`src/rtl/input_memory_manager.sv`:
```
// Input memory manager: streams (activation, weight) operand pairs from two RAMs to an 8-neuron accumulator.
// Latency: an operand pair appears two cycles after its read is issued; the first pair arrives three cycles after start.
// Backpressure: hold stalls new read issue in READ only; reads already in flight always complete.
module input_memory_manager (
  input  logic        clock,
  input  logic        clear,
  input  logic        start,
  input  logic        hold,
  input  logic [4:0]  num_elements,
  output logic [3:0]  z_ram_address,
  output logic        z_ram_enable,
  input  logic [15:0] z_ram_data,
  output logic [6:0]  m_ram_address,
  output logic        m_ram_enable,
  input  logic [15:0] m_ram_data,
  output logic [15:0] active_z,
  output logic [15:0] active_m,
  output logic        next_element,
  output logic        last_element,
  output logic        busy,
  output logic        done
);

  typedef enum logic [2:0] {IDLE, READ, DRAIN, FLUSH, DONE} state_t;

  state_t      state, state_nxt;
  logic [4:0]  n_lat;       // latched element count, already clamped to 0..16
  logic [4:0]  n_clamp;
  logic [3:0]  elem_i;      // outer index: input element
  logic [2:0]  nrn_j;       // inner index: neuron
  logic [2:0]  flush_cnt;
  logic        rd_vld;      // a read issued last cycle; RAM data is valid now
  logic        issue;
  logic        final_issue;
  logic        accept_start;

  // Decode issue conditions, clamp the requested length and drive RAM ports.
  always_comb begin
    n_clamp       = (num_elements > 5'd16) ? 5'd16 : num_elements;
    accept_start  = ((state == IDLE) || (state == DONE)) && start;
    issue         = (state == READ) && !hold;
    final_issue   = issue && ({1'b0, elem_i} == (n_lat - 5'd1)) && (nrn_j == 3'd7);
    z_ram_enable  = issue;
    m_ram_enable  = issue;
    z_ram_address = issue ? elem_i : 4'd0;
    m_ram_address = issue ? {elem_i, nrn_j} : 7'd0;
    busy          = (state == READ) || (state == DRAIN) || (state == FLUSH);
    done          = (state == DONE);
    last_element  = (state == FLUSH);
  end

  // Next-state logic for the pass sequencer.
  always_comb begin
    state_nxt = state;
    case (state)
      IDLE, DONE: begin
        if (start) state_nxt = (n_clamp == 5'd0) ? FLUSH : READ;
      end
      READ: begin
        if (final_issue) state_nxt = DRAIN;
      end
      DRAIN: begin
        // The final read lands in the first DRAIN cycle; leave once its pulse is out.
        if (next_element && !rd_vld) state_nxt = FLUSH;
      end
      FLUSH: begin
        if (flush_cnt == 3'd7) state_nxt = DONE;
      end
      default: state_nxt = IDLE;
    endcase
  end

  // State register.
  always_ff @(posedge clock) begin
    if (clear) state <= IDLE;
    else       state <= state_nxt;
  end

  // Element/neuron walk, length latch and flush window counter.
  always_ff @(posedge clock) begin
    if (clear) begin
      n_lat     <= 5'd0;
      elem_i    <= 4'd0;
      nrn_j     <= 3'd0;
      flush_cnt <= 3'd0;
    end else if (accept_start) begin
      n_lat     <= n_clamp;
      elem_i    <= 4'd0;
      nrn_j     <= 3'd0;
      flush_cnt <= 3'd0;
    end else begin
      if (issue) begin
        nrn_j <= nrn_j + 3'd1;
        if (nrn_j == 3'd7) elem_i <= elem_i + 4'd1;
      end
      if (state == FLUSH) flush_cnt <= flush_cnt + 3'd1;
    end
  end

  // Read-return pipeline: capture RAM data one cycle after issue and flag it as a valid operand pair.
  always_ff @(posedge clock) begin
    if (clear) begin
      rd_vld       <= 1'b0;
      next_element <= 1'b0;
      active_z     <= 16'd0;
      active_m     <= 16'd0;
    end else begin
      rd_vld       <= issue;
      next_element <= rd_vld;
      if (rd_vld) begin
        active_z <= z_ram_data;
        active_m <= m_ram_data;
      end
    end
  end

endmodule
```
`config.mk`:
```
export PLATFORM = sky130hd
export DESIGN_NAME = input_memory_manager
export DESIGN_NICKNAME = d
export VERILOG_FILES = /design/src/rtl/input_memory_manager.sv
export SDC_FILE = /design/constraint.sdc
export NUM_CORES = 1
export LEC_CHECK = 0
export ABC_AREA = 1
export BUFFER_PORTS_ARGS = -buffer_cell sky130_fd_sc_hd__buf_2
export CAP_MARGIN = 0
export CORE_ASPECT_RATIO = 1.2
export CORE_MARGIN = 2
export CORE_UTILIZATION = 50
export CTS_BUF_LIST = sky130_fd_sc_hd__clkbuf_8
export DETAILED_ROUTE_END_ITERATION = 16
export GPL_ROUTABILITY_DRIVEN = 0
export PLACE_DENSITY = 0.87
export SYNTH_ARGS = -nofsm -noshare
export SYNTH_HDL_FRONTEND = slang
export SYNTH_SLANG_ARGS = --single-unit
```
`constraint.sdc`:
```
create_clock -name clock -period 1.95 [get_ports clock]
set_input_delay 0.195 -clock clock [delete_from_list [all_inputs] [get_ports clock]]
set_output_delay 0.195 -clock clock [all_outputs]
set_load 0.01 [all_outputs]
```
* Word level (Yosys, flattened, before mapping)
Index checks and enable logic that the tools add are counted.
** Operators by class
- Magnitude comparators :: 1
- $add $sub $neg :: 4
- Eq/ne operators :: 11
- Multiplexer cells :: 9
- Reductions and logical operators :: 16
** Operators by type and width (number)
- $mux W3 :: 4
- $pmux W3 S4 :: 1
- $eq A3 B3 Y1 const B :: 3
- $mux W7 :: 1
- $add A3 B1 Y3 const B :: 2
- $eq A3 B2 Y1 const B :: 2
- $eq A4 B5 Y1 :: 1
- $gt A5 B5 Y1 const B :: 1
- $logic_and A1 B1 Y1 :: 5
- $logic_not A5 Y1 :: 1
- $mux W5 :: 1
- $sub A5 B1 Y5 const B :: 1
- $add A4 B1 Y4 const B :: 1
- $mux W4 :: 1
- $ne A2 B1 Y1 const B :: 2
- $ne A2 B2 Y1 const B :: 2
- $reduce_and A4 Y1 :: 1
- $reduce_or A2 Y1 :: 2
- $eq A3 B1 Y1 const B :: 1
- $logic_not A3 Y1 :: 1
- $logic_or A1 B1 Y1 :: 3
- $logic_not A1 Y1 :: 2
- $mux W2 :: 1
- $reduce_and A2 Y1 :: 1
** Word-level totals
- Bits of input ports :: 41
- Output and inout port bits :: 49
- Word-level logic and storage cells :: 50
- Register bits after elaboration :: 52

* Depth between registers and ports, before layout
Gate-level depths: netlist of run 1.
- Depth after elaboration :: 6
- Gate-level depth with buffers :: 12
- Mapped depth without buffers :: 12

* Worst setup path before layout of run 1
No wires, ideal clock.
- Kind :: reg2out
- Start point :: reg state[0]
- End point :: out z_ram_address[0]
- Buffers on the path :: 2
- Cell stages (with the launch flop) :: 7
- Required time :: 1.755 ns
- Data arrival time :: 1.261 ns
- Setup slack :: 0.494 ns
- Path through :: dfxtp_1 inv_1 nor3_2 nand2_2 buf_2 nor2_1 buf_4
** On the way
- Word-level cells in the longest chain between the ends :: 3
** RTL lines
- start: declaration :: line 26 : state_t state, state_nxt;
- start signal: assignment :: line 76 : else state <= state_nxt;
- $eq A3 B1 Y1 :: line 41 : issue = (state == READ) && !hold;
- $logic_and A1 B1 Y1 :: line 41
- $mux W4 :: line 45 : z_ram_address = issue ? elem_i : 4'd0;
- end: declaration :: line 10 : output logic [3:0] z_ram_address,
Every way passes these cells.

* Worst setup path in the final report of run 1
- Start point :: reg state[0]
- End point :: out m_ram_address[3]
** On the way
- Word-level cells in the longest chain between the ends :: 3
** RTL lines
- $eq A3 B1 Y1 :: line 41
- $logic_and A1 B1 Y1 :: line 41
- $mux W7 :: line 46 : m_ram_address = issue ? {elem_i, nrn_j} : 7'd0;
- end: declaration :: line 13 : output logic [6:0] m_ram_address,
Every way passes these cells.

==> results.md, run 1 <==
- CP Launch Type: flip-flop
- Post-Synthesis Cell Area: about 0.0022 sq mm
- Cts bufs inserted: 5
- Measured slew at the worst slew-check pin: approximately 0.41 ns
- Pin count of the biggest net entering global routing: 34
- Crit. End Element: primary output
- Period utilization: about 90%
- Post-route non-filler standard cell count: between 400 and 500
- # resized after CTS: 0
- FF+latch count, synth: 52
- Slowest cell on crit path: sky130_fd_sc_hd__dfxtp_1
- Leakage power figure: roughly 1.5 nW
- Maximum level of the CTS H-tree: 2
- Clock tree from TritonCTS: done
- Final routed wire length divided by cell count: ~12 microns
- Worst vdd rail ir drop: between 0.6 and 0.7 mV
- Crit Path Max Fanout: 14
- Ratio of cells with drive above 1 in the final layout: between 20% and 30%
- Cell area reported after detailed placement: roughly 0.0027 sq mm
- Global Route Usage Sum: roughly 22%
- Global-route wire length before repair: around 8900 microns
- Final setup violation count: 0
- Final instance area: 0.00283 sq mm
- # nets final: approximately 430
- Commonest non-fill, non-tap cells in the layout: sky130_fd_sc_hd__nor2_1, sky130_fd_sc_hd__buf_2, sky130_fd_sc_hd__dfxtp_1
- Filler cell count in the final layout: about 380
- Via Count: between 2,000 and 2,500
- CTS clk-pin slew, worst paths: 0.10 ns
- Per-cell via count in the routed design: about 5.0
- Effective utilization at floorplan: 51.8%
- Time the final worst path needs with I/O delays and setup: roughly 1.8 ns
- Power density relative to cell area: approximately 1100 mW/mm^2
- Class of the most critical hold timing path: in -> reg
- Delay contributed by the slowest stage of the critical path: around 0.4 ns
- Insertion delay of the later-clocked pin in the worst-skew pair: about 0.3 ns
- Clk sink count: 52
- Placeable core region: roughly 0.0043 sq mm
- Final HPWL DP: 3840 microns
- Number of remaining DRC errors: 0
- Final Skew: 0.00591 ns
- Layout overhead on the synthesized area: 28.1%
- Number of buffer cells added on primary ports: roughly 90
- Die width: roughly 65 microns
- Distinct cell type count of the synthesized netlist: 28
- Setup_tns: 0 ns
- Required time at the endpoint of the critical path: approximately 1.8 ns
- Synth Area per Inst: about 7.3 sq um
- Number of hold-slack violations in the final timing report: 0
- Root buffer selected by CTS: sky130_fd_sc_hd__clkbuf_8
- Die height: roughly 77 microns
- Number of global-route vias before repair: between 2,000 and 2,500
- Cell count after synthesis: about 300
- Initial DRC Count: 104
- Number of synthesis warnings: 0
- Count of pins over their slew limit: 0
- Data arrival, critical path: ~1.6 ns
- Max-capacitance violation count: 0
- RSZ-0062 raised after global routing: false
- Fraction of synthesized cell area taken by the top area cell type: 47.1%
- Cells taking the most area after synthesis: sky130_fd_sc_hd__dfxtp_1, sky130_fd_sc_hd__nor2_1, sky130_fd_sc_hd__o21ai_0
- Sequential area share after synthesis: between 40% and 50%
- Total global routing overflow: 0
- Peak clock frequency supported by timing: around 0.56 GHz
- Chain of cells forming the critical path: inv_1, nor3_2, nand2_4, nor2_1, buf_2
- Library cell occupying the most area in the post-synthesis netlist: sky130_fd_sc_hd__dfxtp_1
- Number of hold buffers added after CTS: 0
- Net Count, Synth: 350
- Cell Rows: 26
- Buffers inserted during post-CTS setup optimization: 0
- Outcome: finished, final reports clean
- Number of antenna violations at the first check in global routing: 0
- Class of the most critical setup path: reg -> out
- Antenna diode count: 0
- Worst slack on hold paths: between 0.1 and 0.15 ns
- Placed Cells: roughly 440
- Number of search-and-repair iterations in the first detailed-routing pass: 4
- Final routed wirelength across all metal layers: 5320 microns
- Worst rel slew slack: ~72%
- DIE AREA: around 0.0050 sq mm
- Antenna violation net count after detailed routing: 0
- Buffer levels on the longest clock path: 2
- # IOs: 90
==> per-layer routing <==
layer  GRT usage (%)  vias to the layer above  part of all wire (%)
met5               0                        -                     0
met4            8.94                        0                   1.6
met3            6.60                       11                   7.3
met2            37.3                       81                    49
met1            26.2                     1012                    42
li1                -                     1120                     -
==> power by group <==
group | switching [mW] | internal [mW]
clock | 0.357 | 0.641
sequential | 0.0906 | 1.21
combinational | 0.508 | 0.295
==> cell usage after synthesis <==
library cell	n
sky130_fd_sc_hd__nand4_1	4
sky130_fd_sc_hd__dfxtp_1	52
sky130_fd_sc_hd__buf_2	1
sky130_fd_sc_hd__nand2_1	32
sky130_fd_sc_hd__a211oi_2	1
sky130_fd_sc_hd__a21oi_1	10
sky130_fd_sc_hd__nor2_2	1
sky130_fd_sc_hd__a21oi_2	2
sky130_fd_sc_hd__o21ai_1	1
sky130_fd_sc_hd__inv_2	2
sky130_fd_sc_hd__nor3_2	1
sky130_fd_sc_hd__o22ai_1	1
sky130_fd_sc_hd__ha_1	6
sky130_fd_sc_hd__xor2_1	1
sky130_fd_sc_hd__clkbuf_1	8
sky130_fd_sc_hd__nor3_1	2
sky130_fd_sc_hd__nor2_4	1
sky130_fd_sc_hd__buf_4	5
sky130_fd_sc_hd__nand3_1	8
sky130_fd_sc_hd__nor2_1	89
sky130_fd_sc_hd__buf_1	2
sky130_fd_sc_hd__inv_1	27
sky130_fd_sc_hd__nor3b_2	1
sky130_fd_sc_hd__nand3_2	1
sky130_fd_sc_hd__o21a_1	1
sky130_fd_sc_hd__o21ai_0	41
sky130_fd_sc_hd__a31oi_1	1
sky130_fd_sc_hd__nand2_2	1
==> logic make-up (layout without fill, tap and decap cells) <==
| family | after synthesis | after routing | synth area share, % |
|---|---|---|---|
| XOR/XNOR | 1 | 1 | 0.396 |
| AO/OA/AOI/OAI | 58 | 58 | 14.0 |
| AND/OR/NAND/NOR | 141 | 141 | 26.5 |
| adder cells (fa/ha/maj) | 6 | 6 | 3.40 |
| flip-flops | 52 | 52 | 47.1 |
| buffers and inverters | 45 | 129 | 8.55 |
==> per-stage QoR <==
step	worst slack (ns)	util [%]	total power, mW
global placement	0.456	62.6	2.09
floorplan	0.494	-	1.85
detailed placement	0.349	62.6	2.12
global route	0.0384	66.4	3.28
finish	0.164	66.4	3.10
CTS	0.142	66.3	3.12
==> critical path, delay by kind of cell (launching register included) <==
| kind | cells | cell delay (ns) |
|---|---|---|
| buf+inv | 2 | 0.26 |
| flops | 1 | 0.40 |
| simple gates | 3 | 0.63 |
==> worst paths after layout <==
kind / startpoint / endpoint / slack, ns / cells after the start
setup / recovery: state[0]$_SDFFE_PP0P_ / m_ram_address[3] / 0.16 / 5
hold / removal: m_ram_data[5] / active_m[5]$_SDFFE_PP0P_ / 0.11 / 3
setup reg to reg: n_lat[0]$_SDFFE_PP0P_ / state[0]$_SDFFE_PP0P_ / 0.34 / 12
hold reg to reg: flush_cnt[1]$_SDFFE_PP0P_ / flush_cnt[1]$_SDFFE_PP0P_ / 0.47 / 2
==> sequential cells by signal (all words and copies together) (netlist names) <==
| signal | count |
|---|---|
| next_element | 1 |
| active_m | 16 |
| elem_i | 4 |
| flush_cnt | 3 |
| nrn_j | 3 |
| active_z | 16 |
| n_lat | 5 |
| rd_vld | 1 |
| state | 3 |
==> cell type report <==
class	count	area [sq um]	share of cell area (%)
Sequential cell	52	1040	36.8
Timing Repair Buffer	92	468	16.5
Inverter	29	109	3.84
Clock inverter	3	90.1	3.18
Tap cell	56	70.1	2.47
Multi-Input combinational cell	206	985	34.8
Clock buffer	5	68.8	2.43
No activity file was read; power rests on OpenSTA's default activity.
==> inputs of run 2 (changes only) <==
--- a/config.mk
+++ b/config.mk
@@ -5,7 +5,6 @@
 export SDC_FILE = /design/constraint.sdc
 export NUM_CORES = 1
 export LEC_CHECK = 0
-export ABC_AREA = 1
 export BUFFER_PORTS_ARGS = -buffer_cell sky130_fd_sc_hd__buf_2
 export CAP_MARGIN = 0
 export CORE_ASPECT_RATIO = 1.2
==> results.md, run 2 <==
- Outcome: finished, final reports clean
- Final Skew: 0.0136 ns (+0.00772 ns)
- Insertion delay of the later-clocked pin in the worst-skew pair: 0.30 ns (about the same)
- Core Util, Final: 64.6% (-1.9 points)
- Total global routing overflow: 0 (unchanged)
- Largest registers in the final layout: active_m: 16 flops, active_z: 16 flops, n_lat: 5 flops
- FF+latch count, synth: 52 (unchanged)
- Buffer levels on the longest clock path: 2 (unchanged)
- Dominant register cell in the synthesized netlist: sky130_fd_sc_hd__dfxtp_1
- Main combinational cell family by area after synthesis: simple AND/OR/NAND/NOR gates
- Cell depth of the worst flop-to-flop path: 6 (-6)
- Final routed wirelength across all metal layers: 4560 microns (-14%)
- # IOs: 90 (unchanged)
- Number of synthesized flops with an enable pin: 0 (unchanged)
- Antenna diode count: 0 (unchanged)
- End point of the worst hold path: active_z[1]$_SDFFE_PP0P_
- Post-synth top cells: sky130_fd_sc_hd__dfxtp_1, sky130_fd_sc_hd__nor2_1, sky130_fd_sc_hd__mux2i_1
- Distinct cell type count of the synthesized netlist: 38 (+36%)
- Class of the most critical hold timing path: in -> reg
- FF-to-FF Start: n_lat[0]$_SDFFE_PP0P_
- RSZ-0062 raised after global routing: false
- Count of pins over their slew limit: 0 (unchanged)
- Number of search-and-repair iterations in the first detailed-routing pass: 4 (unchanged)
- Basic-gate share of the synthesized area counting and, or, nand and nor cells: 18.9% (-7.6 points)
- Measured slew at the worst slew-check pin: 0.514 ns (+0.103 ns)
- Bufs and invs on worst path: 2 (unchanged)
- DIE AREA: 0.00506 sq mm (+1.9%)
- Crit Path Max Fanout: 16 (+2)
- Number of antenna violations at the first check in global routing: 0 (unchanged)
- Crit. End Element: primary output
- Number of synthesis warnings: 0 (unchanged)
- Fraction of synthesized cell area taken by the top area cell type: 46.2% (-0.92 points)
- Per-cell via count in the routed design: 5.04 (+0.41%)
- Final routed wire length divided by cell count: 12.3 microns (+2.8%)
- Net Count, Synth: 278 (-21%)
- Class of the most critical setup path: reg -> out
- Effective utilization at floorplan: 52.5% (+0.63 points)
- CP Launch Type: flip-flop
- Die width: 65.3 microns (+0.93%)
- Delay contributed by the slowest stage of the critical path: 0.48 ns (+0.08 ns)
- Final setup violation count: 0 (unchanged)
- Top-count cell post-synth: sky130_fd_sc_hd__dfxtp_1
- Final HPWL DP: 3430 microns (-11%)
- Global Route Usage Sum: 18.7% (-3.5 points)
- Commonest non-fill, non-tap cells in the layout: sky130_fd_sc_hd__buf_2, sky130_fd_sc_hd__dfxtp_1, sky130_fd_sc_hd__nor2_1
- Flop2flop setup slack: 0.27 ns (-0.07 ns)
- Peak clock frequency supported by timing: 0.574 GHz (+2.5%)
- Chain of cells forming the critical path: nor4b_4, buf_4, and2_1, buf_2
- Period utilization: 89.4% (-2.2 points)
- Post-synthesis share of cell area spent on full adders, half adders and majority gates: 3.33% (-0.066 points)
- Share of flip-flops with an asynchronous set or reset after synthesis: 0% (unchanged)
- Synth Area in Compound Gates: 6.16% (-7.9 points)
- Clk sink count: 52 (unchanged)
- Worst vdd rail ir drop: 0.652 mV (+4.6%)
- Capture instance of the worst register-to-register path: state[0]$_SDFFE_PP0P_
- Setup slack at placement: 0.291 ns (-0.0583 ns)
- Number of global-route vias before repair: 1,747 (-18%)
- Number of hold-slack violations in the final timing report: 0 (unchanged)
- Library cell occupying the most area in the post-synthesis netlist: sky130_fd_sc_hd__dfxtp_1
- Setup_tns: 0 ns (unchanged)
- Most frequent standard cell in the layout excluding fill and tap cells: sky130_fd_sc_hd__buf_2
- Synth Area per Inst: 9.76 sq um (+34%)
- Cell count of the worst hold path: 3 (unchanged)
- Time the final worst path needs with I/O delays and setup: 1.74 ns (-0.0438 ns)
- Die height: 77.5 microns (+0.94%)
- Root buffer selected by CTS: sky130_fd_sc_hd__clkbuf_8
- Placeable core region: 0.00429 sq mm (+0.76%)
- Data arrival, critical path: 1.55 ns (-0.04 ns)
- Sequential area share after synthesis: 46.2% (-0.92 points)
- Number of hold buffers added after CTS: 0 (unchanged)
- Global-route wire length before repair: 7400 microns (-17%)
- Number of buffer cells added on primary ports: 89 (unchanged)
- Pin count of the biggest net entering global routing: 36 (+5.9%)
- Power density relative to cell area: 832 mW/mm^2 (-24%)
- Hold path startpoint: z_ram_data[1]
- Buffers inserted during post-CTS setup optimization: 0 (unchanged)
- CTS clk-pin slew, worst paths: 0.09 ns (about the same)
- Initial DRC Count: 65 (-38%)
- Mux share of post-synthesis cell area: 16.0% (+16 points)
- Ratio of cells with drive above 1 in the final layout: 33.2% (+4.5 points)
- Cells taking the most area after synthesis: sky130_fd_sc_hd__dfxtp_1, sky130_fd_sc_hd__mux2i_1, sky130_fd_sc_hd__nor2_1
- Max-capacitance violation count: 0 (unchanged)
- Maximum level of the CTS H-tree: 2 (unchanged)
- Via Count: 1,860 (-16%)
- Cell Rows: 26 (unchanged)
- Cell count after synthesis: 231 (-24%)
- Post-Synthesis Cell Area: 0.00225 sq mm (+2.0%)
- Leakage power figure: 1.28 nW (-15%)
- Clock tree from TritonCTS: done
- # resized after CTS: 0 (unchanged)
- Number of remaining DRC errors: 0 (unchanged)
- # nets final: 359 (-17%)
- Antenna violation net count after detailed routing: 0 (unchanged)
- Slowest cell on crit path: sky130_fd_sc_hd__dfxtp_1
- Required time at the endpoint of the critical path: 1.75 ns (about the same)
- Largest delay share family, worst path: flip-flops
- Worst Slack Setup Final: 0.207 ns (+0.0438 ns)
- Cts bufs inserted: 5 (unchanged)
- Layout overhead on the synthesized area: 23.0%
- Worst rel slew slack: 65.5% (-7.0 points)
- Area share of xor/xnor cells in the synthesized design: 3.89% (+3.5 points)
[run 2: cell types whose count changed after synthesis, moves of 6 or more]
cell                      delta
sky130_fd_sc_hd__and2_1      +9
sky130_fd_sc_hd__xnor2_1     +6
sky130_fd_sc_hd__nand2_1    -23
sky130_fd_sc_hd__o21ai_0    -39
sky130_fd_sc_hd__nand3_1     -6
sky130_fd_sc_hd__mux2i_1    +36
sky130_fd_sc_hd__inv_1      -22
sky130_fd_sc_hd__nor2_1     -44
[run 2: metrics by stage]
step	cells	area [sq um]	power [mW]	hold slack [ns]
6_report	369	2770	2.31	0.123
4_1_cts	369	2770	2.33	0.119
3_5_place_dp	361	2690	1.75	0.436
3_3_place_gp	361	2690	1.74	0.425
5_1_grt	369	2770	2.44	0.113
2_1_floorplan	231	2250	1.59	0.331
[run 2: kinds of logic after synthesis]
group | Yosys count
AO/OA/AOI/OAI | 20
buffers and inverters | 23
AND/OR/NAND/NOR | 84
flip-flops | 52
adder cells (fa/ha/maj) | 6
multiplexers | 36
XOR/XNOR | 10
[run 2: final cells by class]
type / count / area, sq um
Inverter: 5 / 18.8
Tap cell: 56 / 70.1
Fill cell: 383 / 1520
Timing Repair Buffer: 92 / 468
Sequential cell: 52 / 1040
Clock buffer: 5 / 68.8
Clock inverter: 3 / 16.3
Multi-Input combinational cell: 156 / 1090
[run 2: worst max path at each step]
stage | from | endpoint | slack (ns) | depth (start not counted)
after floorplan | state[1]$_SDFFE_PP0P_ | z_ram_address[2] | 0.38 | 5
after global placement | n_lat[0]$_SDFFE_PP0P_ | state[0]$_SDFFE_PP0P_ | 0.35 | 6
after detailed placement | n_lat[0]$_SDFFE_PP0P_ | state[0]$_SDFFE_PP0P_ | 0.29 | 6
after CTS | state[2]$_SDFFE_PP0P_ | m_ram_address[4] | 0.20 | 4
after global routing | state[2]$_SDFFE_PP0P_ | m_ram_address[4] | 0.09 | 4
final | state[0]$_SDFFE_PP0P_ | m_ram_address[4] | 0.21 | 4
[run 2: power breakdown]
part           total (mW)  switching [mW]  internal [mW]
logic               0.502           0.264          0.237
clock network       0.582           0.336          0.247
registers            1.22          0.0814           1.14
total                2.31           0.681           1.63
[run 2: worst reg2reg max path, cell delays in order (launching register included)]
cell	delay, ns
sky130_fd_sc_hd__dfxtp_1	0.40
sky130_fd_sc_hd__inv_1	0.06
sky130_fd_sc_hd__ha_1	0.24
sky130_fd_sc_hd__xor2_1	0.15
sky130_fd_sc_hd__o32ai_1	0.33
sky130_fd_sc_hd__o211ai_1	0.13
sky130_fd_sc_hd__a31o_2	0.26
[run 2: layer usage]
| metal | GRT usage [%] | wire length (microns) |
|---|---|---|
| met4 | 7.71 | 74 |
| met1 | 20.2 | 1860 |
| met3 | 4.35 | 205 |
| met2 | 34.3 | 2410 |
| met5 | 0 | 0 |
